`config.mk`:
```
export PLATFORM = sky130hd
export DESIGN_NAME = putch_buf
export DESIGN_NICKNAME = d
export VERILOG_FILES = /design/src/rtl/putch_buf_pkg.sv /design/src/rtl/putch_buf_sync_fifo.sv /design/src/rtl/putch_buf.sv
export SDC_FILE = /design/constraint.sdc
export NUM_CORES = 1
export LEC_CHECK = 0
export BUFFER_PORTS_ARGS = -buffer_cell sky130_fd_sc_hd__buf_4
export CAP_MARGIN = 20
export CORE_MARGIN = 2
export CORE_UTILIZATION = 60
export DETAILED_ROUTE_END_ITERATION = 8
export PLACE_DENSITY = 0.75
export SYNTH_ARGS = -nofsm -noshare
export SYNTH_HDL_FRONTEND = slang
export SYNTH_SLANG_ARGS = --single-unit
```
`constraint.sdc`:
```
create_clock -name clk_i -period 4.4 [get_ports clk_i]
set_input_delay 0.22 -clock clk_i [delete_from_list [all_inputs] [get_ports clk_i]]
set_output_delay 0.22 -clock clk_i [all_outputs]
set_load 0.01 [all_outputs]
```
`src/rtl/putch_buf_pkg.sv`:
```
// Shared constants for the putch console buffer: drain FSM encoding, opcode and counter width.
package putch_buf_pkg;

  localparam logic [1:0] PB_IDLE = 2'd0;
  localparam logic [1:0] PB_EMIT = 2'd1;
  localparam logic [1:0] PB_WAIT = 2'd2;

  localparam logic [6:0] PUTCH_OPCODE = 7'd7;

  localparam int unsigned DROP_CNT_W = 16;

endpackage

```
`src/rtl/putch_buf_sync_fifo.sv`:
```
// Circular-buffer FIFO with extra pointer MSB; a push into a full FIFO succeeds only alongside a pop.
module sync_fifo #(
  parameter int unsigned DEPTH = 16,
  parameter int unsigned WIDTH = 8
) (
  input  logic             clk_i,
  input  logic             rst_ni,
  input  logic             push_i,
  input  logic             pop_i,
  input  logic [WIDTH-1:0] wdata_i,
  output logic [WIDTH-1:0] rdata_o,
  output logic             full_o,
  output logic             empty_o,
  output logic             drop_o
);

  localparam int unsigned AW = $clog2(DEPTH);

  logic [AW:0]      wptr_q, wptr_d;
  logic [AW:0]      rptr_q, rptr_d;
  logic [AW:0]      count;
  logic             do_push, do_pop;
  logic [WIDTH-1:0] mem_q [DEPTH];

  assign count   = wptr_q - rptr_q;
  assign full_o  = (count == (AW + 1)'(DEPTH));
  assign empty_o = (count == '0);

  assign do_pop  = pop_i && !empty_o;
  assign do_push = push_i && (!full_o || do_pop);
  assign drop_o  = push_i && full_o && !do_pop;

  assign rdata_o = mem_q[rptr_q[AW-1:0]];

  always_comb begin
    wptr_d = wptr_q;
    rptr_d = rptr_q;
    if (do_push) wptr_d = wptr_q + 1'b1;
    if (do_pop)  rptr_d = rptr_q + 1'b1;
  end

  always_ff @(posedge clk_i or negedge rst_ni) begin
    if (!rst_ni) begin
      wptr_q <= '0;
      rptr_q <= '0;
    end else begin
      wptr_q <= wptr_d;
      rptr_q <= rptr_d;
    end
  end

  // Storage is deliberately not reset.
  always_ff @(posedge clk_i) begin
    if (do_push) mem_q[wptr_q[AW-1:0]] <= wdata_i;
  end

endmodule

```
`src/rtl/putch_buf.sv`:
```
// Console output buffer: queues putch characters and drains them as UART strobes spaced GAP cycles.
module putch_buf
  import putch_buf_pkg::*;
#(
  parameter int unsigned DEPTH = 16,
  parameter int unsigned GAP   = 4
) (
  input  logic                  clk_i,
  input  logic                  rst_ni,
  input  logic                  wen_i,
  input  logic [7:0]            wdata_i,
  output logic                  uart_out_valid_o,
  output logic [7:0]            uart_out_ch_o,
  output logic                  full_o,
  output logic                  empty_o,
  output logic [DROP_CNT_W-1:0] drop_cnt_o
);

  localparam int unsigned GapW = (GAP > 2) ? $clog2(GAP) : 1;

  logic [1:0]            state_q, state_d;
  logic [GapW-1:0]       gap_q, gap_d;
  logic                  valid_q, valid_d;
  logic [7:0]            ch_q, ch_d;
  logic [DROP_CNT_W-1:0] drop_q, drop_d;

  logic       pop;
  logic       fifo_empty, fifo_drop;
  logic [7:0] fifo_rdata;

  sync_fifo #(
    .DEPTH (DEPTH),
    .WIDTH (8)
  ) u_fifo (
    .clk_i   (clk_i),
    .rst_ni  (rst_ni),
    .push_i  (wen_i),
    .pop_i   (pop),
    .wdata_i (wdata_i),
    .rdata_o (fifo_rdata),
    .full_o  (full_o),
    .empty_o (fifo_empty),
    .drop_o  (fifo_drop)
  );

  // Back-to-back pops from EMIT only when strobes are meant to be adjacent.
  assign pop = !fifo_empty && ((state_q == PB_IDLE) || ((GAP == 1) && (state_q == PB_EMIT)));

  always_comb begin
    state_d = state_q;
    gap_d   = gap_q;
    ch_d    = ch_q;
    valid_d = 1'b0;
    case (state_q)
      PB_IDLE: begin
        if (pop) begin
          ch_d    = fifo_rdata;
          valid_d = 1'b1;
          state_d = PB_EMIT;
        end
      end
      PB_EMIT: begin
        if (pop) begin
          ch_d    = fifo_rdata;
          valid_d = 1'b1;
        end else if (GAP > 2) begin
          gap_d   = GapW'(GAP - 2);
          state_d = PB_WAIT;
        end else begin
          state_d = PB_IDLE;
        end
      end
      PB_WAIT: begin
        gap_d = gap_q - 1'b1;
        if (gap_q == GapW'(1)) state_d = PB_IDLE;
      end
      default: state_d = PB_IDLE;
    endcase
  end

  assign drop_d = (fifo_drop && (drop_q != '1)) ? drop_q + 1'b1 : drop_q;

  always_ff @(posedge clk_i or negedge rst_ni) begin
    if (!rst_ni) begin
      state_q <= PB_IDLE;
      gap_q   <= '0;
      valid_q <= 1'b0;
      ch_q    <= 8'h00;
      drop_q  <= '0;
    end else begin
      state_q <= state_d;
      gap_q   <= gap_d;
      valid_q <= valid_d;
      ch_q    <= ch_d;
      drop_q  <= drop_d;
    end
  end

  assign uart_out_valid_o = valid_q;
  assign uart_out_ch_o    = ch_q;
  assign drop_cnt_o       = drop_q;
  assign empty_o          = fifo_empty && (state_q == PB_IDLE);

endmodule
```
# After elaboration in Yosys (flattened, before gate mapping)

Memories as Yosys holds them, arrays and structs flattened. A register that Yosys moved wholly into a read port is not among the register bits.
Cells that the tools add are included.
Widths: inputs -> output; s select.

Register bits after elaboration: 31
Memory bits (writable): 128
Input bits: 11
Output and inout bits: 27
Logic and storage cells: 48
Memories: 1

Memory list:

| memory       | words | bits a word | read ports | clocked after Yosys merged registers in | write ports | line                      | text |
|---|---|---|---|---|---|---|---|
| u_fifo.mem_q | 16    | 8           | 1          | 1                                       | 1           | putch_buf_sync_fifo.sv:23 | `logic [WIDTH-1:0] mem_q [DEPTH];` |

Add/sub/neg operators: 5
Eq/ne operators: 8
Mux-type cells: 9
Reductions and logical operators: 19

Operators by type and width:

| operator              | number |
|---|---|
| $add 16x1->16 const B | 1 |
| $ne 16x16->1 const B  | 1 |
| $add 5x1->5 const B   | 2 |
| $logic_and 1x1->1     | 7 |
| $mux 2                | 3 |
| $pmux 2 s3            | 1 |
| $eq 5x5->1 const B    | 1 |
| $logic_not 5->1       | 1 |
| $sub 5x5->5           | 1 |
| $eq 2x1->1 const B    | 2 |
| $logic_not 1->1       | 4 |
| $mux 1                | 4 |
| $ne 2x2->1 const B    | 2 |
| $pmux 2 s2            | 1 |
| $reduce_and 2->1      | 2 |
| $reduce_and 3->1      | 1 |
| $eq 2x2->1 const B    | 1 |
| $logic_not 2->1       | 1 |
| $ne 2x1->1 const B    | 1 |
| $reduce_bool 2->1     | 1 |
| $reduce_or 2->1       | 1 |
| $sub 2x1->2 const B   | 1 |
| $logic_or 1x1->1      | 1 |

# Longest topological paths before layout

Gate-level depths: netlist of the first run.

Depth after elaboration: 9
Mapped depth: 13
Mapped depth without buffers: 9

# Modules after synthesis

Synthesis of the first run repeated with hierarchy kept, for this count alone.

Cell total of the unflattened synthesis: 429
Area, all modules: 7139.3 µm²

Modules (own cells, without submodules):

| module    | times used | cells each | area an instance (µm²) | sequential area each (µm²) |
|---|---|---|---|---|
| sync_fifo | 1          | 314        | 5723.0                 | 4093.9 |
| putch_buf | 1          | 115        | 1416.4                 | 725.7 |

# Least setup slack after synthesis of the first run

No wires, ideal clock.

Path kind: reg2reg
From: register u_fifo.rptr_q[1]
To: memory u_fifo.mem_q[2][0], enable pin
Setup time: 0.395 ns
Arrival: 3.234 ns
Required time: 4.005 ns
Setup slack: 0.772 ns
Stages on the path, launching flop included: 12
Buffers on the path: 3
Clock period less this slack: 3.628 ns
Cells stage by stage: dfrtp_1 -> clkbuf_1 -> buf_2 -> clkinv_1 -> ha_1 -> nor2b_1 -> o211ai_1 -> a21oi_1 -> nand3b_2 -> nor2_4 -> buf_2 -> nor4_1

Longest elaborated chain between the ends: 9
Elaborated cells between the ends (all ways): 11
Those cells by class: add/sub (1); eq/ne (1); mux (2); reduce/logical (7)

RTL lines:

| what                             | line                                       | text |
|---|---|---|
| start, declared                  | putch_buf_sync_fifo.sv:20                  | `logic [AW:0] rptr_q, rptr_d;` |
| start signal, assigned           | putch_buf_sync_fifo.sv:48                  | `rptr_q <= rptr_d;` |
| $sub 5x5->5 (*)                  | putch_buf_sync_fifo.sv:25                  | `assign count = wptr_q - rptr_q;` |
| $logic_not 5->1                  | putch_buf_sync_fifo.sv:27                  | `assign empty_o = (count == '0);` |
| $logic_not 1->1                  | putch_buf_sync_fifo.sv:29, putch_buf.sv:47 |  |
| $logic_and 1x1->1                | putch_buf.sv:47                            | `assign pop = !fifo_empty && ((state_q == PB_IDLE) \|\| ((GAP == 1) && (state_q == PB_EMIT)));` |
| $logic_and 1x1->1                | putch_buf_sync_fifo.sv:29                  | `assign do_pop = pop_i && !empty_o;` |
| $logic_or 1x1->1 (*)             | putch_buf_sync_fifo.sv:30                  | `assign do_push = push_i && (!full_o \|\| do_pop);` |
| $logic_and 1x1->1 (*)            | putch_buf_sync_fifo.sv:30                  |  |
| $mux 1 (*)                       | putch_buf_sync_fifo.sv:54                  | `if (do_push) mem_q[wptr_q[AW-1:0]] <= wdata_i;` |
| $mux 1 (not written as such) (*) | putch_buf_sync_fifo.sv:54                  |  |
| end, declared                    | putch_buf_sync_fifo.sv:23                  |  |

Every way passes the cells marked *; elsewhere a longest branch is shown, timed or not.

# Worst setup path in the final report of the first run

From: register u_fifo.rptr_q[3]
To: memory u_fifo.mem_q[3][1], enable pin

Same word-level chain as after synthesis.

==> results of run 1 <==
[placed cells by master (no fill, tap or decap), types with 2 or more instances in the layout]
cell | Yosys | final
a21oi_1 | 18 | 18
and3_1 | 4 | 4
buf_2 | 10 | 2
buf_4 | 0 | 50
bufinv_16 | 0 | 2
clkbuf_1 | 4 | 2
clkbuf_16 | 0 | 17
clkinv_1 | 2 | 4
clkinv_2 | 0 | 3
clkinv_4 | 0 | 4
clkinvlp_4 | 0 | 2
dfrtp_1 | 39 | 38
edfxtp_1 | 128 | 128
ha_1 | 11 | 11
inv_1 | 7 | 7
mux2_2 | 3 | 3
mux4_2 | 32 | 32
nand2_1 | 64 | 64
nand2b_1 | 5 | 5
nand3_1 | 9 | 9
nand4_1 | 9 | 9
nor2_1 | 9 | 9
nor2b_1 | 3 | 3
nor3_1 | 13 | 13
nor4_1 | 5 | 5
o21ai_0 | 10 | 10
or2_2 | 2 | 2
xnor2_1 | 20 | 20
xor2_1 | 5 | 5
[worst paths after layout]
| kind | from | end | slack, ns |
|---|---|---|---|
| hold / removal | wdata_i[4] | u_fifo.mem_q[6][4] | 0.13 |
| max in group asynchronous | rst_ni | u_fifo.rptr_q[0] | 3.72 |
| setup / recovery | u_fifo.rptr_q[3] | u_fifo.mem_q[3][1] | 1.03 |
| setup reg to reg | u_fifo.rptr_q[3] | u_fifo.mem_q[3][1] | 1.03 |
| hold reg to reg | uart_out_ch_o[0] | uart_out_ch_o[0] | 0.48 |
| min in group asynchronous | rst_ni | uart_out_ch_o[0] | 0.32 |
[per-stage QoR]
stage	setup slack, ns	utilization
2_1_floorplan	0.772	-
3_3_place_gp	0.988	0.650
3_5_place_dp	0.852	0.650
4_1_cts	0.820	0.701
5_1_grt	0.792	0.703
6_report	1.03	0.703
[where the power goes]
| part | total [W] | internal (W) | switching (W) |
|---|---|---|---|
| Clock | 0.00140 | 0.000831 | 0.000570 |
| Combinational | 0.00173 | 0.000726 | 0.00100 |
| Sequential | 0.00208 | 0.00195 | 0.000134 |
[per-layer routing]
layer,up-vias,GRT usage,part of all wire
li1,1730,-,-
met1,1893,0.326,0.44
met2,134,0.363,0.49
met3,12,0.0525,0.058
met4,0,0.0724,0.012
met5,-,0,0
[flip-flops by register name (all words and copies together) (netlist names)]
register          count
uart_out_valid_o      1
u_fifo.rptr_q         5
u_fifo.mem_q        128
gap_q                 2
state_q               2
drop_cnt_o           16
uart_out_ch_o         8
u_fifo.wptr_q         5
[layout make-up]
class	count	area, um^2	share of cell area
inverters	9	33.8	0.00424
flip-flops and latches	167	4820	0.606
clock inverters	13	133	0.0167
clock buffers	19	433	0.0544
well taps	143	179	0.0225
repair buffers	55	408	0.0512
multi-input cells	235	1950	0.245
[cell families (layout without fill, tap and decap cells)]
group	Yosys count	count (layout)	synth area share
xor+xnor	26	26	0.0341
fa+ha+maj	11	11	0.0200
flops	167	167	0.699
mux	36	36	0.111
buf+inv	27	96	0.0176
compound gates	33	33	0.0265
simple gates	129	129	0.0917
[worst max-delay path, stage by stage (launching register included)]
cell and delay (ns):
dfrtp_1 0.33, clkinv_1 0.40, ha_1 0.57, o211ai_1 0.13
a21oi_1 0.18, nand3b_2 0.22, nor2_4 0.12, or2_2 0.35
nor3_1 0.48, clkbuf_2 0.29
[what timing repair did]
action / 4_1_cts / 5_1_grt
hold endpoints to repair: 39 / 0
endpoints found under the setup margin: 0 / 0
hold buffers: 1 / 0
==> impl_metrics.tcl, run 1 <==
set metrics [dict create \
    synth-edff-count 128 \
    coreArea_mm2 0.0113 \
    place_area_mm2 0.00736 \
    design_area_mm2 0.00796 \
    yosys.area.top_type "edfxtp_1" \
    cp_max_fo 19 \
    relSlewSlack 0.478 \
    place_congestion 0.786 \
    totalPowerFinal_w 0.00521 \
    via_per_inst 5.88 \
    critPathKind "reg2reg" \
    arrival_ns 3.48 \
    antenna_cells 0 \
    maxCapViolCount 0 \
    dp_hpwl_mm 8.27 \
    portBuffers 37 \
    routedWlPerCell_um 20.6 \
    dr.pass1.iters 6 \
    clockBufferDepth 2 \
    drt_first_iter_violations 345 \
    hold_viol_final 0 \
    p_per_area_mw_per_mm2 654 \
    cts_tree "built" \
    die_area_mm2 0.0124 \
    die_h_um 111 \
    rsz0062_at_grt "no" \
    post_cts_buffers 0 \
    numCtsBuffers 17 \
    worstSetupEndpointType "flop" \
    drtAntennaViolNets 0 \
    netlist.area_leader.share 0.558 \
    synthesis.nets 451 \
    worst_ep_required_time_ns 4.51 \
    grt_overflow 0 \
    ys_seq_area_frac 0.699 \
    min_path_type "in2reg" \
    drc 0 \
    antenna_found_initial 0 \
    syn_area_per_cell_um2 16.1 \
    synth_warnings 0 \
    grt_pass1_vias 3815 \
    syn_area_mm2 0.00689 \
    yosysUniqueCellTypes 38 \
    slew_viol_final 0 \
    post_cts.resized_instances 0 \
    n_fill_cell 732 \
    num_rows 39 \
    status "finished, final reports clean" \
    synth_seq_cells 167 \
    whs_ns 0.129 \
    nNetsFinal 507 \
    drive_gt1_frac 0.255 \
    vdd_drop_max_uv 551 \
    fin_crit_sh 0.766 \
    tightest_slew_ns 0.783 \
    synthArstFlopShare 0.234 \
    num_vias 3769 \
    htree_levels 4 \
    fin_setup_tns_ns 0 \
    stdcell_count 641 \
    clk_latency_ns 0.41 \
    finalSetupViolCount 0 \
    max_freq_mhz 297 \
    p_leak_nw 2.93 \
    skew_ns 0.00657 \
    yosysMostFrequentCell "edfxtp_1" \
    critPathLaunchType "flop" \
    wl_mm 13.2 \
    synthTopCellsByCount "edfxtp_1 (128), nand2_1 (64), dfrtp_1 (39)" \
    cts_root_buffer "clkbuf_16" \
    grt_pass1_wl_mm 21.1 \
    reg2reg_depth 9 \
    track_usage 0.230 \
    chipWidth_um 111 \
    netlist_instances 429 \
    area_growth_pct 15.5 \
    clk_pin_slew_ns 0.06 \
    grt_max_degree 40 \
    cts.sinks 167 \
    io_pins 38 \
    finalCriticalPeriod_ns 3.37 \
    dp.cells 604 \
    hold_depth 1 \
    synth_ff_type "edfxtp_1" \
    initial_core_util 0.609 \
    synth.area.top_cells "edfxtp_1 (56%), dfrtp_1 (14%), mux4_2 (10%)" \
]
Power figures use the tool's default switching activity.
==> inputs of run 2 (changes only) <==
--- a/config.mk
+++ b/config.mk
@@ -8,9 +8,9 @@
 export BUFFER_PORTS_ARGS = -buffer_cell sky130_fd_sc_hd__buf_4
 export CAP_MARGIN = 20
 export CORE_MARGIN = 2
-export CORE_UTILIZATION = 60
+export CORE_UTILIZATION = 55
 export DETAILED_ROUTE_END_ITERATION = 8
-export PLACE_DENSITY = 0.75
+export PLACE_DENSITY = 0.72
 export SYNTH_ARGS = -nofsm -noshare
 export SYNTH_HDL_FRONTEND = slang
 export SYNTH_SLANG_ARGS = --single-unit
==> constraint.sdc (replaced) <==
create_clock -name clk_i -period 2.75 [get_ports clk_i]
set_input_delay 0.1375 -clock clk_i [delete_from_list [all_inputs] [get_ports clk_i]]
set_output_delay 0.1375 -clock clk_i [all_outputs]
set_load 0.01 [all_outputs]
==> run 2 against run 1 <==
Power up 69%; sequential power up 57%; routed wire length up 2.3%; via count up 1.5%; clock-buffer cell count unchanged; critical endpoint is now u_fifo.mem_q[7][1]; critical path depth up 1; largest power group unchanged; utilization down 2.2 points; worst hold slack worse by 0.092 ns; sequential share of layout area down 2.1 points; critical path type unchanged; non-clock buffer count up 2.
==> impl_metrics.tcl, run 2 (same netlist as run 1, synthesis figures left out) <==
set metrics [dict create \
    status "finished, final reports clean" \
    largest_reg_flops 128 \
    area_growth_pct 19.7 \
    hp-start "wdata_i[2]" \
    antenna_found_initial 0 \
    grt_pass1_vias 3911 \
    rsz0062_at_grt "no" \
    design_area_mm2 0.00825 \
    place_congestion 0.803 \
    pwr-share-seq 0.372 \
    grt_overflow 0 \
    clockBufferDepth 2 \
    comb_power_share 0.362 \
    portBuffers 37 \
    drc 0 \
    relSlewSlack 0.558 \
    worst_ep_required_time_ns 2.85 \
    dr.pass1.iters 5 \
    num_vias 3827 \
    slew_viol_final 0 \
    p_per_area_mw_per_mm2 1070 \
    via_per_inst 5.74 \
    cts.sinks 167 \
    skew_ns 0.00861 \
    die_area_mm2 0.0134 \
    hold_viol_final 0 \
    critPathKind "reg2reg" \
    r2r_setup_slack_ns 0.16 \
    clk_latency_ns 0.43 \
    cts_tree "built" \
    swShare 0.332 \
    clk_pin_slew_ns 0.06 \
    worstSetupEndpointType "flop" \
    totalPowerFinal_w 0.00881 \
    initial_core_util 0.569 \
    antenna_cells 0 \
    min_path_type "in2reg" \
    final.setup.worst_slack_ns 0.163 \
    p_clk_frac 0.267 \
    p_leak_nw 2.96 \
    wl_mm 13.5 \
    grt_pass1_wl_mm 21.5 \
    drtAntennaViolNets 0 \
    max_freq_mhz 387 \
    htree_levels 4 \
    n_fill_cell 835 \
    mostFrequentLayoutCells "edfxtp_1 (128), nand2_1 (64), buf_4 (54), dfrtp_1 (38), mux4_2 (32)" \
    grt_max_degree 40 \
    dp_worst_setup_slack_ns 0.0540 \
    cp_max_fo 13 \
    switchingPower_w 0.00292 \
    critPathLaunchType "flop" \
    fin_crit_sh 0.941 \
    routedWlPerCell_um 20.3 \
    timing.rr.start "u_fifo.rptr_q[1]" \
    maxCapViolCount 0 \
    arrival_ns 2.69 \
    chipWidth_um 116 \
    track_usage 0.226 \
    drive_gt1_frac 0.293 \
    die_h_um 116 \
    dp_hpwl_mm 8.76 \
    finalSetupViolCount 0 \
    layout_commonest_cell "edfxtp_1" \
    place_area_mm2 0.00761 \
    io_pins 38 \
    cts_root_buffer "clkbuf_16" \
    cp-startpoint "u_fifo.rptr_q[1]" \
    tightest_slew_ns 0.664 \
    numCtsBuffers 17 \
    nNetsFinal 509 \
    multi_input_area_mm2 0.00214 \
    finalCriticalPeriod_ns 2.59 \
    coreArea_mm2 0.0121 \
    seq_area_mm2 0.00482 \
    num_rows 40 \
    drt_first_iter_violations 315 \
    p_int_w 0.00588 \
    vdd_drop_max_uv 584 \
]
==> run 2: critical path: stages, from the launching register on <==
cell,delay (ns)
dfrtp_1,0.36
clkinv_2,0.07
ha_1,0.29
nor2b_2,0.18
o211ai_1,0.12
a21oi_1,0.21
nand3b_4,0.19
nor2_4,0.07
buf_12,0.16
or2_4,0.30
nor2_4,0.29
==> run 2: path summary, 6_finish.rpt <==
check,endpoint,cells past startpoint
worst max-delay path,u_fifo.mem_q[7][1],10
worst min-delay path,u_fifo.mem_q[5][2],1
worst max register to register,u_fifo.mem_q[7][1],10
worst min register to register,uart_out_ch_o[2],2
max in group asynchronous,u_fifo.rptr_q[0],2
min in group asynchronous,uart_out_ch_o[4],2
==> run 2: power groups by stage <==
stage	sequential [W]	combinational (W)	clock [W]
2_1_floorplan	0.00333	0.00223	0
3_3_place_gp	0.00330	0.00311	0
3_5_place_dp	0.00332	0.00318	0
4_1_cts	0.00328	0.00320	0.00239
5_1_grt	0.00331	0.00348	0.00248
6_report	0.00327	0.00319	0.00235
==> run 2: area by class of cell <==
type	instances	area share
clock inverters	12	0.0183
repair buffers	57	0.0552
inverters	9	0.00425
flip-flops and latches	167	0.584
well taps	168	0.0255
multi-input cells	235	0.260
clock buffers	19	0.0525
==> run 2: what timing repair did <==
item | in CTS | in global routing
buffers inserted | 0 | 1
setup endpoints to repair | 0 | 32
hold endpoints to repair | 39 | 0
resized for setup | 0 | 3
hold buffers | 1 | 0
==> run 2: metal layers <==
layer,share of wire,track usage,routed length [um]
met5,0,0,0
met4,0.029,0.0968,386
met3,0.058,0.0628,778
met2,0.50,0.359,6760
met1,0.41,0.297,5600
==> run 2: stage by stage <==
step            util  hold slack (ns)  instances  TNS [ns]
6_report       0.681           0.0366        667         0
2_1_floorplan      -           -0.158        429    -0.237
4_1_cts        0.678           0.0249        666         0
5_1_grt        0.681           0.0427        667         0
3_5_place_dp   0.629            0.144        634         0
3_3_place_gp   0.629            0.132        634         0
